===== src/rtl/spi_responder.sv =====
// SPI responder: a serial target on an asynchronous SPI link, bridged to
// byte-wide tx/rx FIFOs in the clk domain.
// Ports:
//   clk, rst                    system clock, synchronous active-high reset
//   SPI_CLK, SPI_EN, SPI_MOSI   initiator signals (asynchronous to clk)
//   SPI_MISO                    registered serial data back to the initiator
//   tx_push, tx_data, tx_full   tx byte FIFO write side
//   rx_pop, rx_data, rx_empty   rx byte FIFO read side (rx_data registered)
//   busy                        frame in progress
//   rx_overflow, frame_error    sticky status flags, cleared only by rst
module spi_responder #(
  parameter int unsigned FIFO_DEPTH  = 16,
  parameter int unsigned SYNC_STAGES = 2
) (
  input  logic       clk,
  input  logic       rst,
  input  logic       SPI_CLK,
  input  logic       SPI_EN,
  input  logic       SPI_MOSI,
  output logic       SPI_MISO,
  input  logic       tx_push,
  input  logic [7:0] tx_data,
  output logic       tx_full,
  input  logic       rx_pop,
  output logic [7:0] rx_data,
  output logic       rx_empty,
  output logic       busy,
  output logic       rx_overflow,
  output logic       frame_error
);

  localparam int unsigned PW = $clog2(FIFO_DEPTH);
  localparam int unsigned CW = PW + 1;

  typedef enum logic [1:0] {S_IDLE, S_SHIFT, S_DONE} state_t;

  // Input synchronizers; r_valid masks edges until the chains hold real samples
  logic [SYNC_STAGES-1:0] r_clk_sync, r_en_sync, r_mosi_sync;
  logic                   r_clk_prev, r_en_prev;
  logic [SYNC_STAGES:0]   r_valid;

  always_ff @(posedge clk) begin
    if (rst) begin
      r_clk_sync  <= '0;
      r_en_sync   <= '0;
      r_mosi_sync <= '0;
      r_clk_prev  <= 1'b0;
      r_en_prev   <= 1'b0;
      r_valid     <= '0;
    end else begin
      r_clk_sync  <= SYNC_STAGES'({r_clk_sync, SPI_CLK});
      r_en_sync   <= SYNC_STAGES'({r_en_sync, SPI_EN});
      r_mosi_sync <= SYNC_STAGES'({r_mosi_sync, SPI_MOSI});
      r_clk_prev  <= r_clk_sync[SYNC_STAGES-1];
      r_en_prev   <= r_en_sync[SYNC_STAGES-1];
      r_valid     <= (SYNC_STAGES+1)'({r_valid, 1'b1});
    end
  end

  logic w_sync_ok, w_clk_s, w_en_s, w_mosi_s;
  logic w_clk_rise, w_clk_fall, w_en_rise, w_en_fall;

  // Masking after reset keeps a frame that was already running from
  // looking like a fresh SPI_EN rising edge.
  assign w_sync_ok  = r_valid[SYNC_STAGES];
  assign w_clk_s    = r_clk_sync[SYNC_STAGES-1];
  assign w_en_s     = r_en_sync[SYNC_STAGES-1];
  assign w_mosi_s   = r_mosi_sync[SYNC_STAGES-1];
  assign w_clk_rise = w_sync_ok &  w_clk_s & ~r_clk_prev;
  assign w_clk_fall = w_sync_ok & ~w_clk_s &  r_clk_prev;
  assign w_en_rise  = w_sync_ok &  w_en_s  & ~r_en_prev;
  assign w_en_fall  = w_sync_ok & ~w_en_s  &  r_en_prev;

  // tx FIFO
  logic [7:0]    r_tx_mem [FIFO_DEPTH];
  logic [PW-1:0] r_tx_wp, r_tx_rp;
  logic [CW-1:0] r_tx_cnt;
  logic          w_tx_empty, w_tx_pop_req, w_tx_do_pop, w_tx_do_push;
  logic [7:0]    w_tx_load;

  assign w_tx_empty   = (r_tx_cnt == '0);
  assign tx_full      = (r_tx_cnt == CW'(FIFO_DEPTH));
  assign w_tx_load    = w_tx_empty ? 8'hFF : r_tx_mem[r_tx_rp];
  assign w_tx_do_pop  = w_tx_pop_req & ~w_tx_empty;
  assign w_tx_do_push = tx_push & (~tx_full | w_tx_do_pop);

  always_ff @(posedge clk) begin
    if (w_tx_do_push) r_tx_mem[r_tx_wp] <= tx_data;
  end

  always_ff @(posedge clk) begin
    if (rst) begin
      r_tx_wp  <= '0;
      r_tx_rp  <= '0;
      r_tx_cnt <= '0;
    end else begin
      if (w_tx_do_push) r_tx_wp <= r_tx_wp + PW'(1);
      if (w_tx_do_pop)  r_tx_rp <= r_tx_rp + PW'(1);
      r_tx_cnt <= r_tx_cnt + CW'(w_tx_do_push) - CW'(w_tx_do_pop);
    end
  end

  // rx FIFO
  logic [7:0]    r_rx_mem [FIFO_DEPTH];
  logic [PW-1:0] r_rx_wp, r_rx_rp;
  logic [CW-1:0] r_rx_cnt;
  logic          w_rx_full, w_rx_push_req, w_rx_do_pop, w_rx_do_push;
  logic [7:0]    w_rx_byte, r_rx_data;
  logic          r_ovf;

  assign rx_empty     = (r_rx_cnt == '0);
  assign w_rx_full    = (r_rx_cnt == CW'(FIFO_DEPTH));
  assign w_rx_do_pop  = rx_pop & ~rx_empty;
  assign w_rx_do_push = w_rx_push_req & (~w_rx_full | w_rx_do_pop);
  assign rx_data      = r_rx_data;
  assign rx_overflow  = r_ovf;

  always_ff @(posedge clk) begin
    if (w_rx_do_push) r_rx_mem[r_rx_wp] <= w_rx_byte;
  end

  always_ff @(posedge clk) begin
    if (rst) begin
      r_rx_wp   <= '0;
      r_rx_rp   <= '0;
      r_rx_cnt  <= '0;
      r_rx_data <= 8'h00;
      r_ovf     <= 1'b0;
    end else begin
      if (w_rx_do_push) r_rx_wp <= r_rx_wp + PW'(1);
      if (w_rx_do_pop)  r_rx_rp <= r_rx_rp + PW'(1);
      if (rx_pop)       r_rx_data <= rx_empty ? 8'hFF : r_rx_mem[r_rx_rp];
      if (w_rx_push_req & ~w_rx_do_push) r_ovf <= 1'b1;
      r_rx_cnt <= r_rx_cnt + CW'(w_rx_do_push) - CW'(w_rx_do_pop);
    end
  end

  // Frame FSM and shift datapath
  state_t     r_state, w_state_nxt;
  logic [7:0] r_tx_shift, w_tx_shift_nxt, r_rx_shift, w_rx_shift_nxt;
  logic [2:0] r_bit_cnt, w_bit_cnt_nxt;
  logic       r_reload, w_reload_nxt, r_start_pend, w_start_pend_nxt;
  logic       r_miso, r_ferr, w_ferr_set;

  always_ff @(posedge clk) begin
    if (rst) begin
      r_state      <= S_IDLE;
      r_tx_shift   <= 8'h00;
      r_rx_shift   <= 8'h00;
      r_bit_cnt    <= 3'd7;
      r_reload     <= 1'b0;
      r_start_pend <= 1'b0;
      r_miso       <= 1'b0;
      r_ferr       <= 1'b0;
    end else begin
      r_state      <= w_state_nxt;
      r_tx_shift   <= w_tx_shift_nxt;
      r_rx_shift   <= w_rx_shift_nxt;
      r_bit_cnt    <= w_bit_cnt_nxt;
      r_reload     <= w_reload_nxt;
      r_start_pend <= w_start_pend_nxt;
      // Built from next-state values so MISO tracks tx_shift[7] with no lag
      r_miso       <= (w_state_nxt == S_SHIFT) ? w_tx_shift_nxt[7] : 1'b0;
      if (w_ferr_set) r_ferr <= 1'b1;
    end
  end

  always_comb begin
    w_state_nxt      = r_state;
    w_tx_shift_nxt   = r_tx_shift;
    w_rx_shift_nxt   = r_rx_shift;
    w_bit_cnt_nxt    = r_bit_cnt;
    w_reload_nxt     = r_reload;
    w_start_pend_nxt = r_start_pend;
    w_tx_pop_req     = 1'b0;
    w_rx_push_req    = 1'b0;
    w_rx_byte        = {r_rx_shift[6:0], w_mosi_s};
    w_ferr_set       = 1'b0;
    unique case (r_state)
      S_IDLE: begin
        if (w_en_rise || r_start_pend) begin
          w_state_nxt      = S_SHIFT;
          w_start_pend_nxt = 1'b0;
          w_tx_shift_nxt   = w_tx_load;
          w_tx_pop_req     = 1'b1;
          w_bit_cnt_nxt    = 3'd7;
          w_rx_shift_nxt   = 8'h00;
          w_reload_nxt     = 1'b0;
        end
      end
      S_SHIFT: begin
        if (w_en_fall) begin
          w_state_nxt    = S_DONE;
          w_ferr_set     = (r_bit_cnt != 3'd7);
          w_rx_shift_nxt = 8'h00;
          w_bit_cnt_nxt  = 3'd7;
          w_reload_nxt   = 1'b0;
        end else if (w_clk_rise) begin
          w_rx_shift_nxt = w_rx_byte;
          if (r_bit_cnt == 3'd0) begin
            w_rx_push_req = 1'b1;
            w_reload_nxt  = 1'b1;
            w_bit_cnt_nxt = 3'd7;
          end else begin
            w_bit_cnt_nxt = r_bit_cnt - 3'd1;
          end
        end else if (w_clk_fall) begin
          if (r_reload) begin
            w_tx_shift_nxt = w_tx_load;
            w_tx_pop_req   = 1'b1;
            w_reload_nxt   = 1'b0;
          end else begin
            w_tx_shift_nxt = {r_tx_shift[6:0], 1'b0};
          end
        end
      end
      S_DONE: begin
        w_state_nxt      = S_IDLE;
        // A new frame starting here would otherwise be lost
        w_start_pend_nxt = r_start_pend | w_en_rise;
      end
      default: w_state_nxt = S_IDLE;
    endcase
  end

  assign SPI_MISO    = r_miso;
  assign busy        = (r_state != S_IDLE);
  assign frame_error = r_ferr;

endmodule

===== config.mk =====
export PLATFORM = sky130hd
export DESIGN_NAME = spi_responder
export DESIGN_NICKNAME = d
export VERILOG_FILES = /design/src/rtl/spi_responder.sv
export SDC_FILE = /design/constraint.sdc
export NUM_CORES = 1
export LEC_CHECK = 0
export ABC_AREA = 1
export BUFFER_PORTS_ARGS = -buffer_cell sky130_fd_sc_hd__clkbuf_2
export CORE_UTILIZATION = 30
export DETAILED_ROUTE_END_ITERATION = 10
export GPL_TIMING_DRIVEN = 1
export PLACE_DENSITY = 0.47
export SETUP_SLACK_MARGIN = 0.2
export SLEW_MARGIN = 20
export SYNTH_ARGS = -nofsm -noshare
export SYNTH_HDL_FRONTEND = slang
export SYNTH_SLANG_ARGS = --single-unit

===== constraint.sdc =====
create_clock -name clk -period 4.1 [get_ports clk]
set_clock_uncertainty 0.2 [all_clocks]
set_input_delay 0.205 -clock clk [delete_from_list [all_inputs] [get_ports clk]]
set_output_delay 0.205 -clock clk [all_outputs]
set_load 0.1 [all_outputs]

==> results.yml, run 1 <==
status:
  status: "finished, final reports clean"
clock_network:
  post_cts_buffers: 0
  cts_tree: "built"
  clk_latency_ps: 550
  cts-root-buf: "clkbuf_16"
  ctsHtreeMaxLevel: 2
  cts_resized: 0
  cts_sinks: 334
  max-clock-path-buffers: 3
  cts_hold_buf: 6
  clk_pin_slew_ps: 60
  numCtsBuffers: 37
placement:
  place.gp.congestion: 0.7948
  hpwlAfterDp_um: 20530
  port_buffers: 28
  placed_area_um2: 14700
timing:
  fmax_mhz: 363.7
  fin_hold_ws_ps: 21.31
  layout_min_cycle_time_ps: 2750
  rsz0062_at_grt: "no"
  drv_slew: 0
  fin_crit_sh: 0.6706
  tightest_slew_ps: 902.9
  finalSetupViolCount: 0
  timing.slew.headroom: 0.3959
  final.setup.tns_ps: 0
  final-hold-violation-count: 0
layout:
  n_antenna_cell: 0
  fillCellCount: 4659
  layout-drive-gt1-share: 0.08723
  area_growth_pct: 14.24
  design_area_um2: 15970
  layout_common_cells: "nand2_1 (269), edfxtp_1 (256), nor2_1 (182), inv_1 (147), nand3_1 (134)"
  post-route-util: 0.3497
  nets: 1423
  mostFrequentLayoutCell: "nand2_1"
floorplanning:
  fp.dieH_um: 217.9
  initial_utilization: 0.3061
  row_count: 78
  coreArea_um2: 45670
  chipWidth_um: 217.9
  die_area_um2: 47470
  io_pins: 29
drt:
  final_antenna_net_count: 0
  via_per_inst: 4.565
  first_iter_violations: 476
  drc_errors: 0
  wl_per_cell_um: 16.48
  vias: 9176
  drt_first_pass_iters: 5
  wirelength_um: 33130
global_route:
  grt_pass1_vias: 8867
  grt_first_pass_wirelength_um: 51950
  globalRouteOverflowTotal: 0
  grtUsageTotal: 0.1427
  antenna_found_initial: 0
  grt_max_degree: 65
critical_path:
  arrival_ps: 2970
  r2r_end: "r_tx_cnt[4]"
  cp_data_required_time_ps: 4320
  worstSetupStartpointType: "register"
  rrSetupSlack_ps: 1350
  critPathKind: "reg2reg"
  path_delay_family: "simple AND/OR/NAND/NOR gates"
  crit_cells: 15
  cpMostUsedCell: "nand3_2"
  crit_chain: "nand3_2 -> inv_1 -> nor2_4 -> nand3_2 -> nand3_2 -> nand2_2 -> inv_4 -> nand2_1 -> nand2_1 -> ha_1 -> fa_1 -> a21oi_1 -> o21ai_0 -> o21ai_0 -> a21oi_1"
  cpPeakStageDelay_ps: 400
  crit_fanout: 7
  cp_slowest_cell: "dfxtp_1"
  rr_worst_depth: 15
  endpoint_kind: "register"
  rr_startpoint: "r_valid[2]"
  critPathBufInv: 2
yosys:
  postSynthCellCount: 1356
  syn_area_um2: 13980
  synth_cell_types: 32
  ys_warn_count: 0
  seq_area_frac_synth: 0.6615
  syn_nets: 1396
  syn_area_per_cell_um2: 10.31
  synth_seq_cells: 334
min_path:
  hold_path_end: "r_tx_mem[15][6]"
  min_path_cells: 1
  min_from: "tx_data[6]"
  hp-class: "in2reg"
pwr:
  irDropWorstVdd_v: 0.0002756
  p_per_area_nw_per_um2: 525.7
  power.leakage_nw: 6.079
  p_total_mw: 8.396
job:
  cap_violations: 0
==> worst max path at each step <==
| stage | slack (ps) | from | end |
|---|---|---|---|
| final | 1350 | r_valid[2] | r_tx_cnt[4] |
| after global routing | 950 | r_bit_cnt[0] | r_rx_cnt[4] |
| after CTS | 1340 | r_bit_cnt[0] | r_rx_cnt[4] |
| after detailed placement | 1360 | r_bit_cnt[0] | r_rx_cnt[4] |
| after global placement | 1380 | r_bit_cnt[0] | r_rx_cnt[4] |
| after floorplan | 330 | r_tx_cnt[3] | r_tx_cnt[4] |
==> power breakdown <==
group | internal [mW] | switching, mW | leakage [nW]
Combinational | 0.366 | 0.973 | 2.52
Clock | 1.89 | 1.35 | 0.585
Sequential | 3.74 | 0.0714 | 2.98
Total | 6.00 | 2.40 | 6.08
==> cell type report <==
type / count / area (um^2) / share of cell area
clock buffer: 53 / 1111 / 0.06957
timing repair buffer: 46 / 295.3 / 0.01849
inverter: 154 / 580.6 / 0.03635
multi-input combinational: 810 / 3910 / 0.2448
clock inverter: 13 / 71.32 / 0.004465
sequential: 334 / 9253 / 0.5793
tap: 600 / 750.7 / 0.04700
==> registers in the layout, summed over array words and instances (netlist names), 2 cells and up, named ones only <==
signal / flops
r_en_sync: 2
r_bit_cnt: 3
r_tx_wp: 4
r_rx_cnt: 5
r_state: 2
r_rx_rp: 4
r_rx_wp: 4
r_clk_sync: 2
r_rx_mem: 128
r_tx_cnt: 5
r_tx_mem: 128
rx_data: 8
r_tx_shift: 8
r_tx_rp: 4
r_valid: 3
r_mosi_sync: 2
r_rx_shift: 7
==> cell families after synthesis <==
logic type	share of synthesized area
AO/OA/AOI/OAI	0.06596
AND/OR/NAND/NOR	0.1839
flip-flops	0.6615
buffers and inverters	0.05951
adder cells (fa/ha/maj)	0.02345
XOR/XNOR	0.005638
==> cells in the mapped netlist <==
| cell type | instances | share of area |
|---|---|---|
| xnor2_1 | 2 | 0.0013 |
| nand2_2 | 4 | 0.0018 |
| a2111oi_0 | 1 | 0.00063 |
| buf_1 | 3 | 0.00081 |
| edfxtp_1 | 256 | 0.55 |
| xor2_1 | 7 | 0.0044 |
| o21ai_1 | 2 | 0.00072 |
| nand3_1 | 134 | 0.048 |
| nand3_2 | 6 | 0.0043 |
| dfxtp_1 | 78 | 0.11 |
| buf_2 | 24 | 0.0086 |
| nor2_2 | 2 | 0.00089 |
| ha_1 | 23 | 0.021 |
| or2_4 | 1 | 0.00063 |
| nor2_1 | 182 | 0.049 |
| buf_4 | 1 | 0.00054 |
| inv_1 | 148 | 0.040 |
| o211ai_1 | 34 | 0.018 |
| nand2_4 | 3 | 0.0024 |
| inv_4 | 1 | 0.00045 |
| nand4_1 | 4 | 0.0018 |
| o31ai_1 | 1 | 0.00054 |
| nand2_1 | 269 | 0.072 |
| o21ai_0 | 87 | 0.031 |
| a22o_1 | 1 | 0.00063 |
| fa_1 | 2 | 0.0029 |
| nor2_4 | 2 | 0.0016 |
| clkbuf_1 | 30 | 0.0081 |
| a31oi_1 | 1 | 0.00045 |
| a21oi_1 | 38 | 0.014 |
| inv_2 | 5 | 0.0013 |
| nor3_1 | 4 | 0.0014 |
==> routing by layer <==
| metal | GRT usage | wire [um] | share of wire | vias up |
|---|---|---|---|---|
| met4 | 0.04336 | 786 | 0.024 | 0 |
| li1 | - | - | - | 4599 |
| met2 | 0.2184 | 14840 | 0.45 | 107 |
| met3 | 0.02455 | 904 | 0.027 | 50 |
| met5 | 0 | 0 | 0 | - |
| met1 | 0.2052 | 16600 | 0.50 | 4420 |
==> through the flow <==
step | cells | setup slack (ps)
floorplan | 1356 | 328.8
global placement | 1936 | 1377
detailed placement | 1936 | 1363
CTS | 2008 | 1343
global route | 2010 | 951.1
finish | 2010 | 1350
No activity file was read; power rests on OpenSTA's default activity.
==> inputs of run 2 (changes only) <==
--- a/config.mk
+++ b/config.mk
@@ -5,7 +5,7 @@
 export SDC_FILE = /design/constraint.sdc
 export NUM_CORES = 1
 export LEC_CHECK = 0
-export ABC_AREA = 1
+export ABC_AREA = 0
 export BUFFER_PORTS_ARGS = -buffer_cell sky130_fd_sc_hd__clkbuf_2
 export CORE_UTILIZATION = 30
 export DETAILED_ROUTE_END_ITERATION = 10
==> constraint.sdc (replaced) <==
create_clock -name clk -period 2.8 [get_ports clk]
set_clock_uncertainty 0.2 [all_clocks]
set_input_delay 0.14 -clock clk [delete_from_list [all_inputs] [get_ports clk]]
set_output_delay 0.14 -clock clk [all_outputs]
set_load 0.1 [all_outputs]
==> run 2 against run 1 <==
- worst hold slack improved by 17 ps
- core utilization increased by 2.0 points
- synthesized cell count decreased by 42%
- non-clock buffer count increased by 58
- worst setup slack got worse by 1300 ps
- register-to-register slack got worse by 1300 ps
- design area increased by 0.31%
- fmax increased by 1.5%
- first-iteration DRC count decreased by 25%
- critical path type unchanged
- critical endpoint unchanged
- largest power group unchanged
- highest routed layer unchanged
==> results.yml, run 2 <==
floorplanning:
  die_area_um2: 45120
  initial_utilization: 0.3063
  fp.dieH_um: 212.4
  chipWidth_um: 212.4
  row_count: 76
  coreArea_um2: 43360
  io_pins: 29
critical_path:
  cpPeakStageDelay_ps: 460
  cp_slowest_cell: "or4b_4"
  critPathKind: "reg2reg"
  arrival_ps: 2910
  path_delay_family: "simple AND/OR/NAND/NOR gates"
  endpoint_kind: "register"
  worstSetupStartpointType: "register"
  crit_chain: "inv_2 -> ha_4 -> or4b_4 -> a21boi_4 -> nand2_2 -> o21ai_2 -> ha_2 -> fa_2 -> a21oi_2 -> nor2_1 -> nor2_1 -> xnor2_1 -> nor2_1"
  critPathBufInv: 1
  crit_fanout: 2
  cpMostUsedCell: "nor2_1"
  cp_data_required_time_ps: 3010
yosys:
  synth_seq_cells: 334
  syn_area_per_cell_um2: 16.77
  synth_most_common_cell: "edfxtp_1"
  synthAdderAreaFrac: 0.02468
  yosysTopAreaCellShare: 0.5788
  synth_edf_count: 256
  ys_warn_count: 0
  synth_top_area_cell: "edfxtp_1"
  syn_nets: 832
  postSynthCellCount: 792
  synth_xor_area_frac: 0.01187
  synth_compound_area_frac: 0.04701
  yosys.area_share.simple: 0.06707
  syn_area_um2: 13280
  synthTopCellsByCount: "edfxtp_1 (256), dfxtp_1 (78), nor2_1 (61)"
  synth_top_family_by_area: "multiplexers"
  seq_area_frac_synth: 0.6964
  synth-async-reset-ratio: 0
  yosys-top-cells-area: "edfxtp_1 (58%), dfxtp_1 (12%), mux4_2 (7.1%), mux4_1 (4.7%), ha_1 (2.2%)"
  synth_cell_types: 54
  synthFlopType: "edfxtp_1"
  synth_mux_area_frac: 0.1308
layout:
  layout-drive-gt1-share: 0.2486
  n_antenna_cell: 0
  nets: 937
  fin_cells: 1510
  mostFrequentLayoutCell: "edfxtp_1"
  fillCellCount: 4104
  layout_common_cells: "edfxtp_1 (256), dfxtp_1 (70), buf_4 (58), nor2_1 (57), mux4_2 (42)"
  ff_latch_area_um2: 9261
  area_growth_pct: 20.63
  reg_top3: "r_rx_mem x128, r_tx_mem x128"
  multiInputGateArea_um2: 3916
drt:
  first_iter_violations: 357
  drc_errors: 0
  via_per_inst: 4.631
  final_antenna_net_count: 0
  drt_first_pass_iters: 6
  wirelength_um: 27690
  vias: 6993
  wl_per_cell_um: 18.33
min_path:
  hp-class: "in2reg"
global_route:
  grt_max_degree: 59
  grt_pass1_vias: 7309
  globalRouteOverflowTotal: 0
  grtUsageTotal: 0.1264
  antenna_found_initial: 0
  grt_first_pass_wirelength_um: 42410
timing:
  layout_min_cycle_time_ps: 2708
  fin_crit_sh: 0.9672
  fmax_mhz: 369.2
  finalSetupViolCount: 0
  timing.slew.headroom: 0.3236
  final.setup.tns_ps: 0
  tightest_slew_ps: 1010
  final-hold-violation-count: 0
  rsz0062_at_grt: "yes"
  drv_slew: 0
  fin_ws_ps: 91.73
pwr:
  p_per_area_nw_per_um2: 781.9
  power.leakage_nw: 5.332
  irDropWorstVdd_v: 0.0004970
placement:
  hpwlAfterDp_um: 17750
  place.gp.congestion: 0.7376
  port_buffers: 28
  post-place-cells: 1422
  post-place-ws_ps: 84.57
status:
  status: "finished, final reports clean"
clock_network:
  ctsHtreeMaxLevel: 2
  cts_tree: "built"
  max-clock-path-buffers: 3
  cts_sinks: 334
  clk_latency_ps: 550
  numCtsBuffers: 38
  clk_pin_slew_ps: 60
  cts-root-buf: "clkbuf_16"
job:
  cap_violations: 0
-- run 2: cell types whose count changed after synthesis, sizes merged, moves of 16 or more --
cell / delta
nand2: -244
inv: -130
nand3: -129
nor2: -125
o21ai: -72
mux4: +66
o211ai: -32
nor2b: +25
mux2i: +16
-- run 2: repair_timing --
item / in CTS / in global routing
hold endpoints to repair: 159 / 0
endpoints found under the setup margin: 2 / 9
pin swaps: 0 / 15
resized for setup: 1 / 24
hold buffers: 13 / 0
setup buffers: 0 / 7
-- run 2: routing by layer --
layer	wire, um	vias to the layer above	track usage
li1	-	3300	-
met1	12290	3526	0.1552
met2	13580	116	0.2164
met3	1077	51	0.02614
met4	739	0	0.05036
met5	0	-	0
-- run 2: area by class of cell --
type                            count  share of cell area
Sequential cell                   334              0.5781
Multi-Input combinational cell    395              0.2444
Clock buffer                       58             0.06724
Timing Repair Buffer              104             0.04975
Tap cell                          585             0.04569
Clock inverter                     10            0.009059
Inverter                           24            0.005779
-- run 2: logic make-up (layout without fill, tap and decap cells) --
group | after synthesis | count (layout)
mux | 82 | 82
xor+xnor | 18 | 18
fa+ha+maj | 25 | 25
flops | 334 | 334
buf+inv | 63 | 196
simple gates | 178 | 178
compound gates | 92 | 92
-- run 2: final timing paths --
kind	startpoint	to	slack, ps	cells past startpoint
hold reg to reg	r_valid[0]	r_valid[1]	240	1
setup reg to reg	r_tx_cnt[2]	r_tx_cnt[4]	90	13
hold / removal	tx_push	r_tx_wp[3]	40	6
setup / recovery	r_tx_cnt[2]	r_tx_cnt[4]	90	13
-- run 2: worst register-to-register path: stages, from the launching register on --
cell and delay, ps:
dfxtp_2 320, inv_2 80, ha_4 130, or4b_4 460, a21boi_4 160, nand2_2 90, o21ai_2 50, ha_2 180
fa_2 380, a21oi_2 140, nor2_1 50, nor2_1 140, xnor2_1 130, nor2_1 50
-- run 2: report_power, final --
group          internal, mW  leakage [nW]  switching (mW)  total, mW
combinational         0.921          1.78            1.09       2.01
clock                  2.94         0.592            1.94       4.88
sequential             5.48          2.96           0.150       5.63
-- run 2: through the flow --
| step | hold slack, ps | utilization | area, um^2 | total power, mW |
|---|---|---|---|---|
| floorplan | 16.76 | - | 13410 | 7.219 |
| finish | 38.00 | 0.3695 | 16020 | 12.53 |
| CTS | 6.743 | 0.3665 | 15890 | 12.65 |
| global route | 61.24 | 0.3695 | 16020 | 13.06 |
| detailed placement | 173.9 | 0.3352 | 14540 | 7.683 |
| global placement | 166.3 | 0.3352 | 14540 | 7.679 |
